<file path="src/rtl/fft_peak_finder.sv">
// fft_peak_finder
//
// Streaming post-processor for the FFT2048 output stream. For every
// N-point complex frame it computes the per-bin power re^2 + im^2. It
// reports the peak bin index, the peak power and the total frame energy
// once per frame. The datapath is fully pipelined and never stalls, so a
// new frame may start on the cycle after the previous frame's last sample.
//
// Configuration macro:
//   FFT_PEAK_BITREV_EN - when defined, the FFT is assumed to emit bins in
//                        bit-reversed order. peak_idx then reports the
//                        natural-order bin, which is the bit-reverse of
//                        the arrival index. Power and energy are unaffected.
//
// Ports:
//   clk          - single clock, rising edge
//   rst          - asynchronous active-high reset
//   in_valid     - sample strobe (FFT out_valid)
//   in_re/in_im  - signed real/imaginary sample (IN_W bits)
//   out_valid    - one-cycle pulse when a frame result is ready
//   peak_idx     - bin index of the maximum power (LOG2N bits)
//   peak_pow     - maximum power (2*IN_W bits, unsigned)
//   frame_energy - sum of all N powers (2*IN_W+LOG2N bits, unsigned)

module fft_peak_finder #(
    parameter int N     = 2048,
    parameter int LOG2N = 11,
    parameter int IN_W  = 26
) (
    input  logic                      clk,
    input  logic                      rst,
    input  logic                      in_valid,
    input  logic signed [IN_W-1:0]    in_re,
    input  logic signed [IN_W-1:0]    in_im,
    output logic                      out_valid,
    output logic [LOG2N-1:0]          peak_idx,
    output logic [2*IN_W-1:0]         peak_pow,
    output logic [2*IN_W+LOG2N-1:0]   frame_energy
);

    localparam int SQ_W  = 2*IN_W-1;
    localparam int POW_W = 2*IN_W;
    localparam int EN_W  = 2*IN_W+LOG2N;

    // Arrival counter
    logic [LOG2N-1:0] cnt_q;

    // Stage 1: squares plus tags
    logic             s1Valid_q;
    logic             s1First_q;
    logic             s1Last_q;
    logic [LOG2N-1:0] s1Idx_q;
    logic [SQ_W-1:0]  s1Re2_q;
    logic [SQ_W-1:0]  s1Im2_q;

    // Stage 2: power plus tags
    logic             s2Valid_q;
    logic             s2First_q;
    logic             s2Last_q;
    logic [LOG2N-1:0] s2Idx_q;
    logic [POW_W-1:0] s2Pow_q;

    // Stage 3: running frame state
    logic [POW_W-1:0] maxPow_q, maxPow_d;
    logic [LOG2N-1:0] maxIdx_q, maxIdx_d;
    logic [EN_W-1:0]  energy_q, energy_d;
    logic             s3Last_q;

    // Magnitudes, zero-extended so the squares come out at full width.
    // -2^(IN_W-1) negates to itself, but read as unsigned that is the
    // correct magnitude 2^(IN_W-1).
    logic [IN_W-1:0]  magRe, magIm;
    logic [SQ_W-1:0]  magReExt, magImExt;
    logic [SQ_W-1:0]  re2, im2;
    logic [LOG2N-1:0] reportIdx;

    // Squares are taken on magnitudes. This keeps them unsigned and
    // exactly SQ_W bits wide, because (2^(IN_W-1))^2 = 2^(2*IN_W-2) fits.
    always_comb begin
        magRe    = in_re[IN_W-1] ? -in_re : in_re;
        magIm    = in_im[IN_W-1] ? -in_im : in_im;
        magReExt = {{(IN_W-1){1'b0}}, magRe};
        magImExt = {{(IN_W-1){1'b0}}, magIm};
        re2      = magReExt * magReExt;
        im2      = magImExt * magImExt;
    end

    // Index reported for a sample. In bit-reversed builds the conversion
    // is done once here, so the tie-break still follows arrival order.
`ifdef FFT_PEAK_BITREV_EN
    always_comb begin
        reportIdx = '0;
        for (int b = 0; b < LOG2N; b++) begin
            reportIdx[b] = cnt_q[LOG2N-1-b];
        end
    end
`else
    always_comb begin
        reportIdx = cnt_q;
    end
`endif

    // Counter and stage 1. The counter only moves on accepted samples.
    // The first/last tags are derived here and then travel with the data.
    always_ff @(posedge clk or posedge rst) begin
        if (rst) begin
            cnt_q     <= '0;
            s1Valid_q <= 1'b0;
            s1First_q <= 1'b0;
            s1Last_q  <= 1'b0;
            s1Idx_q   <= '0;
            s1Re2_q   <= '0;
            s1Im2_q   <= '0;
        end else begin
            s1Valid_q <= in_valid;
            if (in_valid) begin
                cnt_q     <= cnt_q + LOG2N'(1);
                s1First_q <= (cnt_q == '0);
                s1Last_q  <= (cnt_q == LOG2N'(N-1));
                s1Idx_q   <= reportIdx;
                s1Re2_q   <= re2;
                s1Im2_q   <= im2;
            end
        end
    end

    // Stage 2: power sum. The extra MSB absorbs the carry.
    always_ff @(posedge clk or posedge rst) begin
        if (rst) begin
            s2Valid_q <= 1'b0;
            s2First_q <= 1'b0;
            s2Last_q  <= 1'b0;
            s2Idx_q   <= '0;
            s2Pow_q   <= '0;
        end else begin
            s2Valid_q <= s1Valid_q;
            if (s1Valid_q) begin
                s2First_q <= s1First_q;
                s2Last_q  <= s1Last_q;
                s2Idx_q   <= s1Idx_q;
                s2Pow_q   <= {1'b0, s1Re2_q} + {1'b0, s1Im2_q};
            end
        end
    end

    // Stage 3 next-state logic. A first-tagged sample restarts the frame
    // without comparing against the old one. Otherwise only a strictly
    // greater power wins, so ties keep the earliest-arriving bin.
    always_comb begin
        maxPow_d = maxPow_q;
        maxIdx_d = maxIdx_q;
        energy_d = energy_q;
        if (s2Valid_q) begin
            if (s2First_q) begin
                maxPow_d = s2Pow_q;
                maxIdx_d = s2Idx_q;
                energy_d = {{LOG2N{1'b0}}, s2Pow_q};
            end else begin
                if (s2Pow_q > maxPow_q) begin
                    maxPow_d = s2Pow_q;
                    maxIdx_d = s2Idx_q;
                end
                energy_d = energy_q + {{LOG2N{1'b0}}, s2Pow_q};
            end
        end
    end

    // Stage 3 registers. The last-tag is delayed one cycle so the output
    // copy happens from settled running state. A following frame may
    // overwrite the running state on that same edge without affecting
    // the copied results.
    always_ff @(posedge clk or posedge rst) begin
        if (rst) begin
            maxPow_q <= '0;
            maxIdx_q <= '0;
            energy_q <= '0;
            s3Last_q <= 1'b0;
        end else begin
            maxPow_q <= maxPow_d;
            maxIdx_q <= maxIdx_d;
            energy_q <= energy_d;
            s3Last_q <= s2Valid_q & s2Last_q;
        end
    end

    // Output registers. They hold their value between pulses.
    always_ff @(posedge clk or posedge rst) begin
        if (rst) begin
            out_valid    <= 1'b0;
            peak_idx     <= '0;
            peak_pow     <= '0;
            frame_energy <= '0;
        end else begin
            out_valid <= s3Last_q;
            if (s3Last_q) begin
                peak_idx     <= maxIdx_q;
                peak_pow     <= maxPow_q;
                frame_energy <= energy_q;
            end
        end
    end

endmodule

</file>
<file path="config.mk">
export PLATFORM = sky130hd
export DESIGN_NAME = fft_peak_finder
export DESIGN_NICKNAME = d
export VERILOG_FILES = /design/src/rtl/fft_peak_finder.sv
export SDC_FILE = /design/constraint.sdc
export NUM_CORES = 2
export LEC_CHECK = 0
export CORE_UTILIZATION = 65
export DETAILED_ROUTE_END_ITERATION = 12
export PLACE_DENSITY_LB_ADDON = 0.12
export SLEW_MARGIN = 10
export SYNTH_ARGS = -nofsm -noshare
export SYNTH_HDL_FRONTEND = slang
export SYNTH_SLANG_ARGS = --single-unit
export TNS_END_PERCENT = 5
</file>
<file path="constraint.sdc">
create_clock -name clk -period 16.97 [get_ports clk]
set_input_delay 1.697 -clock clk [delete_from_list [all_inputs] [get_ports clk]]
set_output_delay 1.697 -clock clk [all_outputs]
set_load 0.005 [all_outputs]
</file>
# Yosys cells after proc, flatten, opt, wreduce, memory -nomap -nowiden

Index checks and enable logic that the tools add are counted.

$add $sub $neg: 5
$mul: 2
Order comparisons: 1
Eq/ne operators: 1
Multiplexer cells: 7
Bitwise logic cells: 1
Reduce and logical (&&, ||, !) cells: 3

Operators by type and width:

| kind                                          | number |
|---|---|
| 2-to-1 mux 52 bit                             | 2 |
| multiplier 26 x 26 -> 51 bit                  | 2 |
| adder 63 x 52 -> 63 bit                       | 1 |
| 2-to-1 mux 63 bit                             | 1 |
| adder 51 x 51 -> 52 bit                       | 1 |
| greater-than comparator 52 bit                | 1 |
| 2-to-1 mux 26 bit                             | 2 |
| negation 26 bit                               | 2 |
| 2-to-1 mux 11 bit                             | 2 |
| adder 11 x 1 -> 11 bit, second input constant | 1 |
| == test 11 bit, second input constant         | 1 |
| logical NOT 11 bit                            | 1 |
| AND reduction 2 bit                           | 1 |
| nonzero test 2 bit                            | 1 |
| bitwise AND 1 bit                             | 1 |

Bits in registers: 447
Output and inout bits: 127
Logic and storage cells: 40

# Longest topological paths before layout

Depth after elaboration: 3
Gate-level depth with buffers: 38
Gate-level depth less buffers: 35

# Worst setup path after synthesis

No wires, ideal clock.

Path type: input to register
Start point: in in_re[0]
End point: reg s1Re2_q[47]
Arrival: 10960 ps
Required time: 16834 ps
Slack: 5874 ps
Stages on the path: 33
Cells stage by stage: clkbuf_1 clkinv_1 clkbuf_1 ha_1 nand2b_1 nand2b_1 or4_1 o21ai_0 xor2_1 clkinv_1 clkbuf_1 nand2_1 fa_1 fa_1 fa_1 inv_1 fa_1 inv_1 fa_1 fa_1 fa_1 inv_1 ha_1 nand4_1 a2111oi_0 o311ai_0 o21ai_0 nand4_1 o31ai_1 a21o_1 a21oi_1 o2111ai_1 or3b_2

Longest elaborated chain between the ends: 3

Ends and longest elaborated chain:

| item                             | line | RTL |
|---|---|---|
| start, declared                  | 33   | `input logic signed [IN_W-1:0] in_re,` |
| negation 26 bit                  | 80   | `magRe = in_re[IN_W-1] ? -in_re : in_re;` |
| 2-to-1 mux 26 bit (*)            | 80   |  |
| multiplier 26 x 26 -> 51 bit (*) | 84   | `re2 = magReExt * magReExt;` |
| end signal, assigned             | 121  | `s1Re2_q <= re2;` |
| end, declared                    | 53   | `logic [SQ_W-1:0] s1Re2_q;` |

Mark *: on every way between the ends. The rest lies on a longest branch, timed or not.
A chain may end at the register's enable or synchronous reset.

# Final worst setup path

Ends and elaborated chain as after synthesis.

==> impl_metrics.tcl <==
set metrics [dict create \
    fin_tns_setup_ns 0 \
    path_buf_inv 6 \
    postLayoutCoreUtil_pct 70.9 \
    setup.worst_path.end_class "register" \
    critical-path-top-delay-family "adder cells" \
    post-route-min-period_ns 13.33 \
    ys_types 80 \
    setup_viol 0 \
    slowest_delay_ns 0.87 \
    antenna_found_initial 4 \
    final_nets 8161 \
    ys.flop_type "dfrtp_1" \
    seq_area_frac_synth_pct 18.1 \
    ys_warn_count 0 \
    synthArstFlopShare_pct 100 \
    avgViaCountPerCell 5.73 \
    synthCells 6415 \
    grt_pass1_wl_mm 256 \
    worstPathMaxFanout 18 \
    hold_violations 0 \
    hp-class "register to register" \
    cts.clk_slew.worst_paths_ns 0.07 \
    remaining_drc_errors 0 \
    die_y_microns 310 \
    synthTopCellsByArea "fa_1, dfrtp_1, ha_1, inv_1, mux2_2" \
    most-common-layout-cells "inv_1, fa_1, nand2_1, ha_1, dfrtp_1" \
    layout-drive-gt1-share_pct 7.72 \
    route.met2.wl_mm 74.2 \
    grt_pass1_vias 46900 \
    wl_per_cell_microns 20.4 \
    die_area_sq_um 96000 \
    start_kind "input pin" \
    worstMarginPinSlew_ns 1.17 \
    synth_edf_count 0 \
    arrival_ns 13.76 \
    wl_met1_mm 66.7 \
    fmax_mhz 75.0 \
    rsz0062_at_grt "no" \
    initial_core_util_pct 65.8 \
    cts.repair.resized 0 \
    globalRouteOverflowTotal 0 \
    root_buffer "clkbuf_16" \
    dr.first_iter.drc_count 3407 \
    clk_latency_ns 0.58 \
    holdWs_ns 0.488 \
    avgSynthCellArea_sq_um 9.60 \
    grt_max_degree 104 \
    ys_ff_latch 445 \
    crit_type "input pin to register" \
    cts_hold_buf 0 \
    dpl.hpwl_mm 130 \
    routabilityCongestion 0.977 \
    layout_commonest_cell "inv_1" \
    cp_slowest_cell "clkdlybuf4s50_1" \
    finalMaxSlewViolations 0 \
    core-area_sq_um 93600 \
    yosys.area.top_type_share_pct 33.4 \
    skew_ns 0.0312 \
    fp.dieW_microns 310 \
    ios 182 \
    firstDrtPassIters 8 \
    drv_cap 0 \
    cts_tree "done" \
    wl_met3_mm 13.6 \
    grt.total_usage_pct 34.6 \
    area_delta_synth_final_pct 7.80 \
    worst_path_most_repeated_cell "fa_1" \
    rows 112 \
    htree_levels 2 \
    routed_wl_mm 160 \
    top_layer_used "met4" \
    cp_data_required_time_ns 17.40 \
    status "completed" \
    dr_total_vias 44900 \
    syn-cell-area_sq_um 61600 \
    clock_sinks 445 \
    yosysTopAreaCell "fa_1" \
    timing.slew.headroom_pct 21.9 \
    numCtsBuffers 41 \
    post_cts_buffers 0 \
    numPortBuffers 181 \
    postRouteAntennaNets 0 \
    clk_path_buf_depth 3 \
    period_share_pct 78.5 \
]
## cells in the mapped netlist, types with 7 or more instances
library cell	count
ha_1	530
nor2_1	434
mux2i_1	12
clkbuf_1	169
o21bai_1	29
a21oi_1	255
nand4_1	46
or3_1	21
nor2b_1	28
a211oi_1	22
or4_1	10
fa_1	1027
inv_1	1511
nand3_1	45
o21a_1	25
nor4_1	11
o2111ai_1	7
o211ai_1	18
o221ai_1	7
o31a_1	7
mux2_2	330
nor3_1	39
o31ai_1	32
o41ai_1	7
a221o_1	8
nand2_1	542
a21o_1	104
xnor2_1	147
clkinv_1	15
a2111oi_0	11
dfrtp_1	445
buf_1	21
nand2b_1	34
a221oi_1	8
a31oi_1	28
xor2_1	100
a21boi_0	11
and3_1	33
and2_1	16
o21ai_0	161
## area by class of cell
cell class	count	area (sq um)
multi-input combinational	4287	44200
fill	7246	27200
sequential	445	11100
inverter	1529	5750
timing repair buffer	245	2290
tap	1254	1570
clock buffer	53	1170
clock inverter	22	264
antenna	2	5.00
## path summary, 6_finish.rpt
kind	from	endpoint	slack (ns)	cells past startpoint
max in group asynchronous	rst	s3Last_q$_DFF_PP0_	12.94	4
worst min-delay path	s2Last_q$_DFFE_PP0P_	s3Last_q$_DFF_PP0_	0.49	1
worst min register to register	s2Last_q$_DFFE_PP0P_	s3Last_q$_DFF_PP0_	0.49	1
worst max-delay path	in_re[0]	s1Re2_q[47]$_DFFE_PP0P_	3.64	31
worst max register to register	s2Pow_q[10]$_DFFE_PP0P_	energy_q[61]$_DFFE_PP0P_	12.69	11
min in group asynchronous	rst	peak_pow[11]$_DFFE_PP0P_	1.67	2
## metal layers
layer  GRT usage [%]  vias to the layer above
met5               0                        -
met4            10.1                        0
met3            6.06                      297
met2            56.2                     1747
met1            47.9                    22500
li1                -                    20300
## state kept, by name, indices dropped and copies added, names as in the netlist
name / count
frame_energy: 63
s2Last_q: 1
s1Valid_q: 1
s1Re2_q: 50
s2Idx_q: 11
out_valid: 1
s1Idx_q: 11
energy_q: 63
s3Last_q: 1
peak_pow: 52
s1Last_q: 1
peak_idx: 11
maxPow_q: 52
s1Im2_q: 50
maxIdx_q: 11
s2Valid_q: 1
s2First_q: 1
s1First_q: 1
cnt_q: 11
s2Pow_q: 52
## logic make-up (layout without fill, tap and decap cells)
kind of cell               count (synthesis)  in the layout  synth area share (%)
and+or+nand+nor                         1295           1295                  9.17
AOI/OAI and AO/OA                        806            806                  8.34
buffers and inverters                   1721           1849                  10.5
xor gates and xnor gates                 247            247                  3.51
other                                      2             42                0.0122
DFF                                      445            445                  18.1
adders and majority gates               1557           1557                  44.2
muxes                                    342            342                  6.23
## through the flow
| stage | instance area [sq um] | worst slack [ns] | std cells |
|---|---|---|---|
| floorplan | 61700 | 2.87 | 6453 |
| global placement | 64900 | 4.04 | 7760 |
| detailed placement | 64900 | 3.48 | 7760 |
| CTS | 66400 | 4.05 | 7835 |
| global route | 66400 | 3.29 | 7835 |
| finish | 66400 | 3.64 | 7837 |
Power is left out: the tool's default activity adds up to more than one toggle a clock period on the data nets, which glitch-free logic cannot reach.
